<file path="config.mk">
export PLATFORM = sky130hd
export DESIGN_NAME = regfile_wb_arbiter
export DESIGN_NICKNAME = d
export VERILOG_FILES = /design/src/rtl/rv_pkg.sv /design/src/rtl/rr_arbiter.sv /design/src/rtl/regfile_wb_arbiter.sv
export SDC_FILE = /design/constraint.sdc
export NUM_CORES = 1
export LEC_CHECK = 0
export CAP_MARGIN = 10
export CORE_MARGIN = 3
export CORE_UTILIZATION = 40
export DETAILED_ROUTE_END_ITERATION = 16
export PLACE_DENSITY = 0.76
export RECOVER_POWER = 50
export SYNTH_ARGS = -nofsm -noshare
export SYNTH_HDL_FRONTEND = slang
export SYNTH_SLANG_ARGS = --single-unit
export TNS_END_PERCENT = 100
</file>
<file path="constraint.sdc">
create_clock -name clk -period 6.4 [get_ports clk]
set_clock_uncertainty 0.2 [all_clocks]
set_input_delay 1.92 -clock clk [delete_from_list [all_inputs] [get_ports clk]]
set_output_delay 1.92 -clock clk [all_outputs]
set_load 0.02 [all_outputs]
</file>
<file path="src/rtl/rv_pkg.sv">
// rv_pkg
//   Shared constants for the writeback arbitration slice: datapath width,
//   register address width, default requester count and the fixed
//   requester indices used to connect the writeback sources.
//   No ports (package).
package rv_pkg;

  localparam int XLEN          = 32;
  localparam int REG_AW        = 5;
  localparam int N_REG         = 1 << REG_AW;
  localparam int N_REQ_DEFAULT = 3;

  // Requester slots on the arbiter; WB sits at index 0 so it has the
  // highest priority straight out of reset.
  localparam int WB  = 0;
  localparam int MDU = 1;
  localparam int LSU = 2;

endpackage

</file>
<file path="src/rtl/rr_arbiter.sv">
// rr_arbiter
//   Round-robin arbiter. The requester after the one granted last has the
//   highest priority; the pointer only moves when a grant is taken.
// Ports:
//   clk    - clock, rising edge
//   rst    - synchronous active-high reset, pointer returns to requester 0
//   req    - N request bits
//   gnt_en - allow the pointer to advance on this cycle's grant
//   gnt    - one-hot grant (all zero when nothing is requested)
module rr_arbiter #(
  parameter int N = 3
) (
  input  logic         clk,
  input  logic         rst,
  input  logic [N-1:0] req,
  input  logic         gnt_en,
  output logic [N-1:0] gnt
);

  localparam int PW = (N > 1) ? $clog2(N) : 1;

  logic [PW-1:0] ptr;
  logic [PW-1:0] ptr_nxt;
  logic [PW-1:0] sel;
  logic          found;
  int            idx;

  // Scan from the pointer upward with wraparound; the first set bit wins
  // and the next pointer is the slot just after it.
  always_comb begin
    gnt     = '0;
    ptr_nxt = ptr;
    found   = 1'b0;
    idx     = 0;
    sel     = '0;
    for (int i = 0; i < N; i++) begin
      idx = int'(ptr) + i;
      if (idx >= N) idx = idx - N;
      sel = PW'(idx);
      if (!found && req[sel]) begin
        gnt[sel] = 1'b1;
        found    = 1'b1;
        ptr_nxt  = (sel == PW'(N - 1)) ? '0 : sel + 1'b1;
      end
    end
  end

  always_ff @(posedge clk) begin
    if (rst) begin
      ptr <= '0;
    end else if (gnt_en && found) begin
      ptr <= ptr_nxt;
    end
  end

endmodule

</file>
<file path="src/rtl/regfile_wb_arbiter.sv">
// regfile_wb_arbiter
//   Arbitrates several writeback sources onto the single register file
//   write port and tracks which destination registers still have a write
//   in flight (busy scoreboard) so the read stage can detect hazards.
// Ports:
//   clk, rst             - clock and synchronous active-high reset
//   req_valid/rd/data    - packed per-requester writeback requests
//   req_ready            - one-hot combinational grant
//   WE, A3, WD3          - registered register file write port
//   rsv_valid/rd/ready   - dispatch-time reservation of a destination
//   rs1, rs2             - source registers being read
//   hazard1, hazard2     - source register still waiting for its write
module regfile_wb_arbiter
  import rv_pkg::*;
#(
  parameter int ZERO_REG = 1,
  parameter int N_REQ    = N_REQ_DEFAULT
) (
  input  logic                    clk,
  input  logic                    rst,
  input  logic [N_REQ-1:0]        req_valid,
  input  logic [REG_AW*N_REQ-1:0] req_rd,
  input  logic [XLEN*N_REQ-1:0]   req_data,
  output logic [N_REQ-1:0]        req_ready,
  output logic                    WE,
  output logic [REG_AW-1:0]       A3,
  output logic [XLEN-1:0]         WD3,
  input  logic                    rsv_valid,
  input  logic [REG_AW-1:0]       rsv_rd,
  output logic                    rsv_ready,
  input  logic [REG_AW-1:0]       rs1,
  input  logic [REG_AW-1:0]       rs2,
  output logic                    hazard1,
  output logic                    hazard2
);

  localparam bit HAS_ZERO = (ZERO_REG != 0);

  logic [N_REQ-1:0]  arb_req;
  logic [N_REQ-1:0]  gnt;
  logic              grant_any;
  logic [REG_AW-1:0] sel_rd;
  logic [XLEN-1:0]   sel_data;
  logic              wb_to_zero;

  logic [N_REG-1:0]  busy;
  logic [N_REG-1:0]  busy_clr;
  logic [N_REG-1:0]  busy_set;
  logic [N_REG-1:0]  busy_nxt;
  logic              rsv_take;

  // Masking requests during reset keeps the grant at zero and stops the
  // pointer from moving, so a pending request is simply dropped.
  assign arb_req = rst ? '0 : req_valid;

  rr_arbiter #(
    .N (N_REQ)
  ) u_rr (
    .clk    (clk),
    .rst    (rst),
    .req    (arb_req),
    .gnt_en (!rst),
    .gnt    (gnt)
  );

  assign req_ready = gnt;
  assign grant_any = |gnt;

  always_comb begin
    sel_rd   = '0;
    sel_data = '0;
    for (int i = 0; i < N_REQ; i++) begin
      if (gnt[i]) begin
        sel_rd   = req_rd[i*REG_AW +: REG_AW];
        sel_data = req_data[i*XLEN +: XLEN];
      end
    end
  end

  // A write to x0 in the integer file is still consumed, just never
  // presented to the register file.
  assign wb_to_zero = HAS_ZERO && (sel_rd == '0);

  always_ff @(posedge clk) begin
    if (rst) begin
      WE  <= 1'b0;
      A3  <= '0;
      WD3 <= '0;
    end else begin
      WE <= grant_any && !wb_to_zero;
      if (grant_any) begin
        A3  <= sel_rd;
        WD3 <= sel_data;
      end
    end
  end

  assign rsv_ready = !rst && !busy[rsv_rd];
  assign rsv_take  = rsv_valid && rsv_ready && !(HAS_ZERO && (rsv_rd == '0));

  // Set is OR-ed in after the clear so a reservation landing on the same
  // edge as the previous write to that register keeps the bit set.
  always_comb begin
    busy_clr = '0;
    busy_set = '0;
    if (WE) busy_clr[A3] = 1'b1;
    if (rsv_take) busy_set[rsv_rd] = 1'b1;
    busy_nxt = (busy & ~busy_clr) | busy_set;
  end

  always_ff @(posedge clk) begin
    if (rst) begin
      busy <= '0;
    end else begin
      busy <= busy_nxt;
    end
  end

  // The register file forwards WD3 to its read ports, so a source being
  // written this very cycle is already satisfied.
  assign hazard1 = busy[rs1] && !(WE && (A3 == rs1)) && !(HAS_ZERO && (rs1 == '0));
  assign hazard2 = busy[rs2] && !(WE && (A3 == rs2)) && !(HAS_ZERO && (rs2 == '0));

endmodule

</file>
==> results.json, run 1 <==
{
  "status": "finished, violations left",
  "violations": "max-capacitance violations, max-slew violations",
  "grt_use_total_pct": 24.3,
  "synth_edf_count": 0,
  "first_pass_iters": 5,
  "finalHoldWorstSlack_ns": 0.266,
  "max_clock_freq_ghz": 0.159,
  "coreArea_mm2": 0.0110,
  "die_y_um": 113,
  "dr_total_vias": 4905,
  "post_drt_wl_per_cell_um": 19.1,
  "ant_nets": 0,
  "max_stage_delay_ns": 0.56,
  "slew_headroom_pct": -20.6,
  "clock-sinks": 72,
  "area_delta_synth_final_pct": 47.8,
  "rows": 38,
  "power_density_mw_per_mm2": 331,
  "wl_met2_um": 7810,
  "hold_class": "flop to flop",
  "rsz0062_at_grt": "no",
  "drtIter0Drc": 353,
  "grt_start_max_net_pins": 73,
  "setup_viol": 0,
  "cts_root_buf": "clkbuf_16",
  "yosysUniqueCellTypes": 59,
  "place_area_mm2": 0.00649,
  "synthArstFlopShare_pct": 0,
  "cp.required_ns": 4.28,
  "yosysWarnings": 0,
  "grt_pass1_vias": 4951,
  "initial_utilization_pct": 41.5,
  "multi_input_area_mm2": 0.00291,
  "tritoncts": "done",
  "drive_gt1_share_pct": 9.91,
  "worst_pin_slew_ns": 1.81,
  "critical_path.max_fanout": 10,
  "n_antenna_cell": 0,
  "die_area_mm2": 0.0128,
  "mostFrequentLayoutCell": "clkdlybuf4s50_1",
  "synth_cells": 519,
  "ctsHoldBuffers": 0,
  "seq_area_frac_synth_pct": 31.5,
  "ctsHtreeMaxLevel": 3,
  "drt_wl_total_um": 15800,
  "path_delay_family": "multiplexers",
  "cap_viol_max_count": 1,
  "io_pins": 176,
  "slew_viol_final": 40,
  "dpl.hpwl_um": 11800,
  "clkTransAtPathRegs_ns": 0.06,
  "portBuffers": 175,
  "die_w_um": 113,
  "clock_latency_ns": 0.34,
  "top_layer_used": "met4",
  "crit_arrival_ns": 4.16,
  "cts_setup_buffers": 0,
  "path_class": "input port to output port",
  "worstSetupStartpointType": "input port",
  "gr-total-overflow": 0,
  "syn_area_mm2": 0.00458,
  "synth-main-ff-cell": "dfxtp_1",
  "end_kind": "output port",
  "cp_num_buf_inv": 3,
  "gp_congestion": 0.899,
  "fill_cells": 935,
  "cts_made_buffers": 9,
  "grt_pass1_wl_um": 24800,
  "final_cell_mix": "clkdlybuf4s50_1 (133), nand2_1 (76), dfxtp_1 (72)",
  "path_cells": "clkdlybuf4s50_1 > buf_12 > mux4_1 > mux4_2 > mux2_4 > nor2_1 > buf_2",
  "nets": 817,
  "p_leak_nw": 2.55,
  "syn_area_per_cell_um2": 8.82,
  "clockBufferDepth": 2,
  "antenna_found_initial": 0,
  "design_area_mm2": 0.00676,
  "route.detailed.drc": 0,
  "wl_met1_um": 5860,
  "synth_nets": 655,
  "viasPerCell": 5.94,
  "period_minus_slack_ns": 6.28,
  "met3RoutedLength_um": 1670,
  "irDropWorstVdd_v": 0.000192,
  "hold_violations": 0,
  "seqCellArea_mm2": 0.00144,
  "cp_slowest_cell": "mux4_1",
  "period_share_pct": 98.1,
  "synth_seq_cells": 72
}
-- tightest hold or removal path, cell delays in order (launching register included) --
cell and delay [ns]:
dfxtp_1 0.32, nand2b_1 0.07, a21oi_1 0.04
-- power by group --
part | total, mW | switching (mW) | internal, mW
combinational | 1.03 | 0.561 | 0.473
clock | 0.512 | 0.189 | 0.324
sequential | 0.689 | 0.129 | 0.560
-- synthesized netlist by cell type, types with 8 or more instances --
master    instances  share of area, %
nand2_1          74               6.1
nand3_1          37               4.0
nor2b_1          22               3.0
clkbuf_1         23               1.9
dfxtp_1          72                32
xor2_1            8               1.5
nand3b_1         14               2.3
a221o_1          35               7.7
o21ai_1          12               1.3
buf_2            12               1.3
o21ai_0          34               3.7
mux4_2           21                10
a21oi_1          37               4.0
nor3b_1           9               1.5
nor2_1           14               1.1
-- cell families after synthesis --
family	synth area share, %
and+or+nand+nor	23.4
AOI/OAI and AO/OA	21.8
DFF	31.5
buffers and inverters	4.84
muxes	15.5
xor gates and xnor gates	1.91
adders and majority gates	1.09
-- worst paths after layout --
path              depth (start not counted)  slack [ns]         from   endpoint
setup / recovery                          7        0.12    rsv_rd[0]  rsv_ready
hold / removal                            2        0.27      busy[0]    busy[0]
setup reg to reg                         10        2.00  u_rr.ptr[1]    WD3[24]
hold reg to reg                           2        0.27      busy[0]    busy[0]
-- cell type report --
| type | instances | share of cell area, % |
|---|---|---|
| Multi-Input combinational cell | 398 | 43.0 |
| Timing Repair Buffer | 193 | 28.2 |
| Sequential cell | 72 | 21.3 |
| Clock buffer | 12 | 3.79 |
| Tap cell | 140 | 2.59 |
| Clock inverter | 4 | 0.777 |
| Inverter | 7 | 0.389 |
-- flip-flops by register name, indices dropped and copies added (netlist names) --
name,cells
busy,32
A3,5
WE,1
WD3,32
u_rr.ptr,2
-- stage by stage --
stage                     worst slack [ns]  instances  power (mW)  setup TNS (ns)  util (%)
after floorplan                      0.628        519        1.31               0         -
after global placement              -0.294        810        1.74          -0.343      58.9
after detailed placement            -0.310        810        1.76          -0.430      58.9
after CTS                           0.0338        826        2.28               0      61.7
after global routing                0.0340        826        2.35               0      61.3
final                                0.122        826        2.24               0      61.3
-- layer usage --
metal | GRT usage, % | vias up
met5 | 0 | -
met4 | 8.97 | 0
met3 | 8.82 | 41
met2 | 42.0 | 262
met1 | 27.3 | 2325
li1 | - | 2277
-- what timing repair did --
item	CTS	global route
resized for setup	5	1
endpoints found under the setup margin	3	1
pin swaps	0	0
(Power assumes the default switching activity.)
==> run 2, diff against run 1 <==
- CTS_CLUSTER_DIAMETER: default -> 50
==> results of run 2 <==
Final layout, timing and power as in run 1 (identical DEF).
==> run 3, diff against run 2 <==
- ABC_CLOCK_PERIOD_IN_PS: default -> 6400
==> results of run 3 <==
Final layout, timing and power as in run 1 (identical DEF).
